[src/rtl/xor_arbiter_2ch.sv]
// Two-channel arbiter sharing one xor_32_bits unit, results queued in a tagged FIFO.
// Define XOR_ARB_RR_EN for round-robin tie-breaking; default is fixed priority (channel 0).

module xor_32_bits (
  input  logic [31:0] a,
  input  logic [31:0] b,
  output logic [31:0] y
);
  assign y = a ^ b;
endmodule

module xor_arbiter_2ch #(
  parameter int unsigned FIFO_DEPTH = 4
) (
  input  logic                          clk,
  input  logic                          reset,
  input  logic                          req0_valid,
  output logic                          req0_ready,
  input  logic [31:0]                   req0_a,
  input  logic [31:0]                   req0_b,
  input  logic                          req1_valid,
  output logic                          req1_ready,
  input  logic [31:0]                   req1_a,
  input  logic [31:0]                   req1_b,
  output logic                          res_valid,
  input  logic                          res_ready,
  output logic [31:0]                   res_data,
  output logic                          res_ch,
  output logic [$clog2(FIFO_DEPTH):0]   fifo_count,
  output logic                          busy
);

  localparam int unsigned PtrW = $clog2(FIFO_DEPTH);
  localparam int unsigned CntW = PtrW + 1;

  logic [PtrW-1:0] wr_ptr_q, wr_ptr_d;
  logic [PtrW-1:0] rd_ptr_q, rd_ptr_d;
  logic [CntW-1:0] count_q, count_d;
  logic            last_grant_q, last_grant_d;
  logic [32:0]     mem_q [FIFO_DEPTH];

  logic        space;
  logic        tie_grant;
  logic        grant;
  logic        push;
  logic        pop;
  logic [31:0] op_a, op_b, xor_y;
  logic [32:0] head;

  assign space = (count_q < CntW'(FIFO_DEPTH));

  always_comb begin
`ifdef XOR_ARB_RR_EN
    tie_grant = ~last_grant_q;
`else
    // last_grant is tracked in this build but has no say in arbitration.
    tie_grant = 1'b0 & last_grant_q;
`endif
    if (req0_valid && req1_valid) begin
      grant = tie_grant;
    end else begin
      grant = req1_valid & ~req0_valid;
    end
  end

  // Readies held low during reset so nothing is accepted into a FIFO being cleared.
  assign req0_ready = space & ~grant & ~reset;
  assign req1_ready = space & grant & ~reset;

  assign push = (req0_valid & req0_ready) | (req1_valid & req1_ready);
  assign pop  = res_valid & res_ready;

  assign op_a = grant ? req1_a : req0_a;
  assign op_b = grant ? req1_b : req0_b;

  xor_32_bits u_xor (
    .a (op_a),
    .b (op_b),
    .y (xor_y)
  );

  always_comb begin
    wr_ptr_d     = wr_ptr_q;
    rd_ptr_d     = rd_ptr_q;
    count_d      = count_q;
    last_grant_d = last_grant_q;
    if (push) begin
      wr_ptr_d     = wr_ptr_q + PtrW'(1);
      last_grant_d = grant;
    end
    if (pop) begin
      rd_ptr_d = rd_ptr_q + PtrW'(1);
    end
    if (push && !pop) begin
      count_d = count_q + CntW'(1);
    end else if (pop && !push) begin
      count_d = count_q - CntW'(1);
    end
  end

  always_ff @(posedge clk) begin
    if (reset) begin
      wr_ptr_q     <= '0;
      rd_ptr_q     <= '0;
      count_q      <= '0;
      last_grant_q <= 1'b1;
    end else begin
      wr_ptr_q     <= wr_ptr_d;
      rd_ptr_q     <= rd_ptr_d;
      count_q      <= count_d;
      last_grant_q <= last_grant_d;
    end
  end

  // Storage is not cleared on reset; the pointers alone define occupancy.
  always_ff @(posedge clk) begin
    if (push) begin
      mem_q[wr_ptr_q] <= {grant, xor_y};
    end
  end

  assign head       = mem_q[rd_ptr_q];
  assign res_valid  = (count_q != '0);
  assign res_data   = res_valid ? head[31:0] : 32'h0;
  assign res_ch     = res_valid ? head[32] : 1'b0;
  assign fifo_count = count_q;
  assign busy       = res_valid;

endmodule

[config.mk]
export PLATFORM = sky130hd
export DESIGN_NAME = xor_arbiter_2ch
export DESIGN_NICKNAME = d
export VERILOG_FILES = /design/src/rtl/xor_arbiter_2ch.sv
export SDC_FILE = /design/constraint.sdc
export NUM_CORES = 1
export LEC_CHECK = 0
export ABC_AREA = 1
export BUFFER_PORTS_ARGS = -buffer_cell sky130_fd_sc_hd__buf_2
export CAP_MARGIN = 25
export CORE_ASPECT_RATIO = 1.75
export CORE_MARGIN = 1
export CORE_UTILIZATION = 30
export DETAILED_ROUTE_END_ITERATION = 8
export GPL_TIMING_DRIVEN = 0
export PLACE_DENSITY = 0.54
export SLEW_MARGIN = 30
export SYNTH_ARGS = -nofsm -noshare
export SYNTH_HDL_FRONTEND = slang
export SYNTH_SLANG_ARGS = --single-unit
export TNS_END_PERCENT = 10
[constraint.sdc]
create_clock -name clk -period 5.5 [get_ports clk]
set_input_delay 0 -clock clk [delete_from_list [all_inputs] [get_ports clk]]
set_output_delay 0 -clock clk [all_outputs]
set_load 0.01 [all_outputs]
======== Yosys cells after proc, flatten, opt, wreduce, memory -nomap -nowiden ========
Memories as Yosys holds them, arrays and structs flattened. A register that Yosys moved wholly into a read port is not among the register bits.
Cells that the tools add are included.
operators by class
  add/sub/neg operators ................... 4
  $lt $le $gt $ge ......................... 1
  mux-type cells .......................... 11
  bitwise operators ....................... 13
  reduce and logical (&&, ||, !) cells .... 7
operators by type and width
  cell                                                                 number
  32-bit 2-to-1 mux                                                    3
  32-bit XOR                                                           1
  1-bit bitwise AND                                                    8
  3-bit 2-to-1 mux                                                     2
  2-bit by 1-bit adder with 2-bit output (second input constant)       2
  1-bit 2-to-1 mux                                                     4
  2-bit 2-to-1 mux                                                     2
  3-bit by 1-bit adder with 3-bit output (second input constant)       1
  1-bit logical AND                                                    3
  3-bit < comparator (second input constant)                           1
  1-bit NOT                                                            3
  3-bit nonzero test                                                   1
  3-bit by 1-bit subtractor with 3-bit output (second input constant)  1
  1-bit zero test                                                      2
  2-bit nonzero test                                                   1
  1-bit OR                                                             1
storage, ports and cells
  register bits after elaboration ......... 7
  memory bits (writable) .................. 132
  word-level logic and storage cells ...... 40
  memories ................................ 1
memories
  memory  words  bits a word  rd ports  clocked after memory_dff  wr ports  line  text
  mem_q   4      33           1         1                         1         40    logic [32:0] mem_q [FIFO_DEPTH];

======== Longest topological paths before layout ========
  depth in word-level cells ............... 12
  depth in mapped cells ................... 12
  mapped depth without buffers ............ 12

======== Cells and area by module ========
Synthesis repeated with hierarchy kept, for this count alone.
second synthesis, totals
  cells, all modules ...................... 830
  area, all modules ....................... 6985.4 um^2
by module, submodules not included
  module           times used  cells each  area each (um^2)  sequential area each (um^2)
  xor_arbiter_2ch  1           670         6384.9            4144.0
  xor_32_bits      1           160         600.6             0.0

======== Least setup slack after synthesis ========
Ideal clock, no wire load.
  path kind ............................... flip-flop to flip-flop
  start point ............................. reg count_q[2] (netlist: fifo_count[2])
  end point ............................... mem mem_q[0][0], enable pin
  data arrival time ....................... 2.215 ns
  setup slack ............................. 2.862 ns
  stages on the path, launching flop included .. 6
  path through ............................ dfxtp_1 -> nor2_1 -> inv_1 -> nor2_1 -> inv_1 -> nor2_1
on the way
  longest elaborated chain between the ends .. 7
RTL lines
  what                                                       line    text
  start: declaration                                         38      logic [CntW-1:0] count_q, count_d;
  start signal: assignment                                   110     count_q <= count_d;
  3-bit < comparator *                                       50      assign space = (count_q < CntW'(FIFO_DEPTH));
  1-bit bitwise AND, on equally long branches (2 in series)  67, 68
  1-bit bitwise AND                                          70      assign push = (req0_valid & req0_ready) | (req1_valid & req1_ready);
  1-bit OR *                                                 70
  named net push                                             45      logic push;
  1-bit 2-to-1 mux *                                         117     if (push) begin
  1-bit 2-to-1 mux (implied by the code) *                   118     mem_q[wr_ptr_q] <= {grant, xor_y};
  end: declaration                                           40
The timed path passes the listed nets; every way through them passes the cells marked *.

======== Worst setup path in the final report ========
  start point ............................. reg count_q[2] (netlist: fifo_count[2])
  end point ............................... mem mem_q[2][28], enable pin
Same word-level chain as after synthesis.

==> impl_metrics.toml <==
[outcome]
status = "finished, final reports clean"

[route]
drc = 0
ant_nets = 0
first_iter_violations = 239
vias = 4875
via_per_inst = 4.59
drtPass1Iterations = 5
wl_per_cell_um = 15.9
routed_wl_um = 16900

[global_routing]
grt_overflow = 0
grt_pass1_vias = 4701
antenna_found_initial = 0
grt_max_degree = 20
grt_pass1_wl_um = 25200
grt_use_total_pct = 15.5

[clock_network]
cts_tree = "done"
clk_path_buf_depth = 2
clk_latency_ns = 0.41
htree_levels = 4
cts_buffers = 17
clk_pin_slew_ns = 0.06
postCtsResizedCells = 0
cts_root_buf = "clkbuf_16"
clock-sinks = 141

[worst_setup_path]
crit_family = "simple AND/OR/NAND/NOR gates"
crit_buf_inv = 3
reg2reg_from = "fifo_count[2]"
cp_cell_sequence = "nor2_1 > inv_1 > nor2_1 > inv_1 > nor2_4 > buf_16"
endpoint = "mem_q[2][28]"
path_class = "reg2reg"
r2r_cells = 6
slowest_stage = "nor2_4"
cp_num_cells = 6
critPathRequiredTime_ns = 5.62
critPathLaunch = "fifo_count[2]"
crit_fanout = 18
r2r_end = "mem_q[2][28]"
arrival_ns = 2.32
end_kind = "flip-flop"
slowest_delay_ns = 0.57
r2r_slack_ns = 3.30
startpoint_type = "flip-flop"

[sta]
drv_slew = 0
rsz0062_at_grt = "false"
tns_ns = 0
slew_headroom_pct = 57.0
fmax_ghz = 0.454
clock_skew_ns = 0.00601
period_needed_ns = 2.20
hold_viol_final = 0
period_share_pct = 40.0
setup_viol = 0
worst_pin_slew_ns = 0.644

[synthesis]
synthesis.nets = 737
syn_inst = 598
yosysTopAreaCell = "edfxtp_1"
netlist-cell-type-count = 20
ys_seq_elements = 141
yosysTopAreaCellShare_pct = 61.2
synth_area_leaders = "edfxtp_1 (61%), nor2_1 (8.6%), o21ai_0 (5.5%)"
avgSynthCellArea_um2 = 10.8
synth_area_um2 = 6480
seq_area_frac_synth_pct = 64.0
yosys_warnings = 0

[power]
leakagePower_nw = 3.31
ir_drop_v = 0.000223
power_density_nw_per_um2 = 432

[placed_design]
portBuffers = 172
dpl.hpwl_um = 12300
place_area_um2 = 7850
gp_congestion = 0.712

[floorplan]
die_y_um = 196
num_rows = 70
core_area_um2 = 21000
start_util_pct = 30.8
num_io_pins = 173
die_w_um = 113
die_area_um2 = 22200

[layout]
nets = 937
num_antenna_cells = 0
finalInstanceArea_um2 = 8430
drive_above_1_share_pct = 29.3
syn2layout_area_growth_pct = 30.2

[hold_path]
hp-class = "in2reg"
holdPathStages = 4

[flow_run]
max-cap-violations = 0
power by group:
part	internal [mW]	leakage, nW	switching [mW]
logic	0.443	1.76	0.790
clock network	0.591	0.267	0.465
registers	1.32	1.28	0.0374
total	2.35	3.31	1.29
flip-flops by register name (all words and copies together), names as in the netlist, named ones only:
name / cells
rd_ptr_q: 2
wr_ptr_q: 2
fifo_count: 3
mem_q: 132
metrics by stage:
stage	total power, mW	instances	util, %	hold WS, ns	setup WS [ns]
after floorplan	2.06	598	-	0.0544	2.86
after global placement	2.57	1022	36.4	0.240	1.44
after detailed placement	2.64	1028	37.3	0.235	3.30
after CTS	3.70	1063	40.1	0.0403	3.28
after global routing	3.86	1063	40.1	0.105	3.16
final	3.65	1063	40.1	0.0477	3.30
Yosys cell counts (all sizes together):
cell type,instances
o21ai,102
xor2,32
fa,1
edfxtp,132
nor3,1
dfxtp,9
clkbuf,11
nand2,45
buf,21
xnor2,32
nor2,148
nand3,3
inv,19
ha,5
a21oi,37
final cells by class:
cell class                      instances  area, µm²
Inverter                               19       71.3
Buffer                                 32        179
Timing Repair Buffer                  181       1060
Multi-Input combinational cell        406       2110
Tap cell                              252        315
Clock inverter                         15        129
Sequential cell                       141       4140
Fill cell                            2102      12600
Clock buffer                           17        425
per-layer routing:
layer  vias up  part of all wire, %  global-route usage [%]
li1       2450                    -                       -
met1      2292                   36                    15.5
met2       112                   59                    31.1
met3        21                  3.3                    2.43
met4         0                  1.9                    5.80
met5         -                    0                       0
timing repair:
| item | CTS | global route |
|---|---|---|
| setup buffers | 0 | 0 |
| hold buffers | 3 | 0 |
| setup endpoints to repair | 0 | 0 |
| hold endpoints to repair | 9 | 0 |
cells in the final DEF, fill, tap and decap left out, types with 6 or more instances in the layout:
master	instances
o21ai_0	71
inv_6	6
xor2_1	32
a21oi_1	37
buf_2	186
inv_1	18
xnor2_1	32
clkbuf_16	17
nor2_1	144
nand2_1	45
dfxtp_1	9
clkbuf_1	8
buf_16	6
o21ai_1	31
edfxtp_1	132
logic make-up (layout without fill, tap and decap cells):
| family | after synthesis | after routing | synth area share, % |
|---|---|---|---|
| and+or+nand+nor | 197 | 197 | 11.5 |
| xor gates and xnor gates | 64 | 64 | 8.65 |
| buffers and inverters | 51 | 264 | 3.86 |
| adders and majority gates | 6 | 6 | 1.27 |
| AOI/OAI and AO/OA | 139 | 139 | 10.7 |
| DFF | 141 | 141 | 64.0 |
worst min-delay path by stage:
stage,slack (ns),endpoint,startpoint
floorplan,0.05,req1_ready,req0_valid
finish,0.05,wr_ptr_q[1],req1_valid
global placement,0.24,rd_ptr_q[0],reset
global route,0.11,wr_ptr_q[1],req1_valid
CTS,0.04,wr_ptr_q[1],req1_valid
detailed placement,0.24,rd_ptr_q[0],reset
worst register-to-register path: cells and delay by family, from the launching register on:
| family | cells | cell delay (ns) |
|---|---|---|
| buf+inv | 3 | 0.60 |
| flops | 1 | 0.32 |
| simple gates | 3 | 0.97 |
Power figures use the tool's default switching activity.
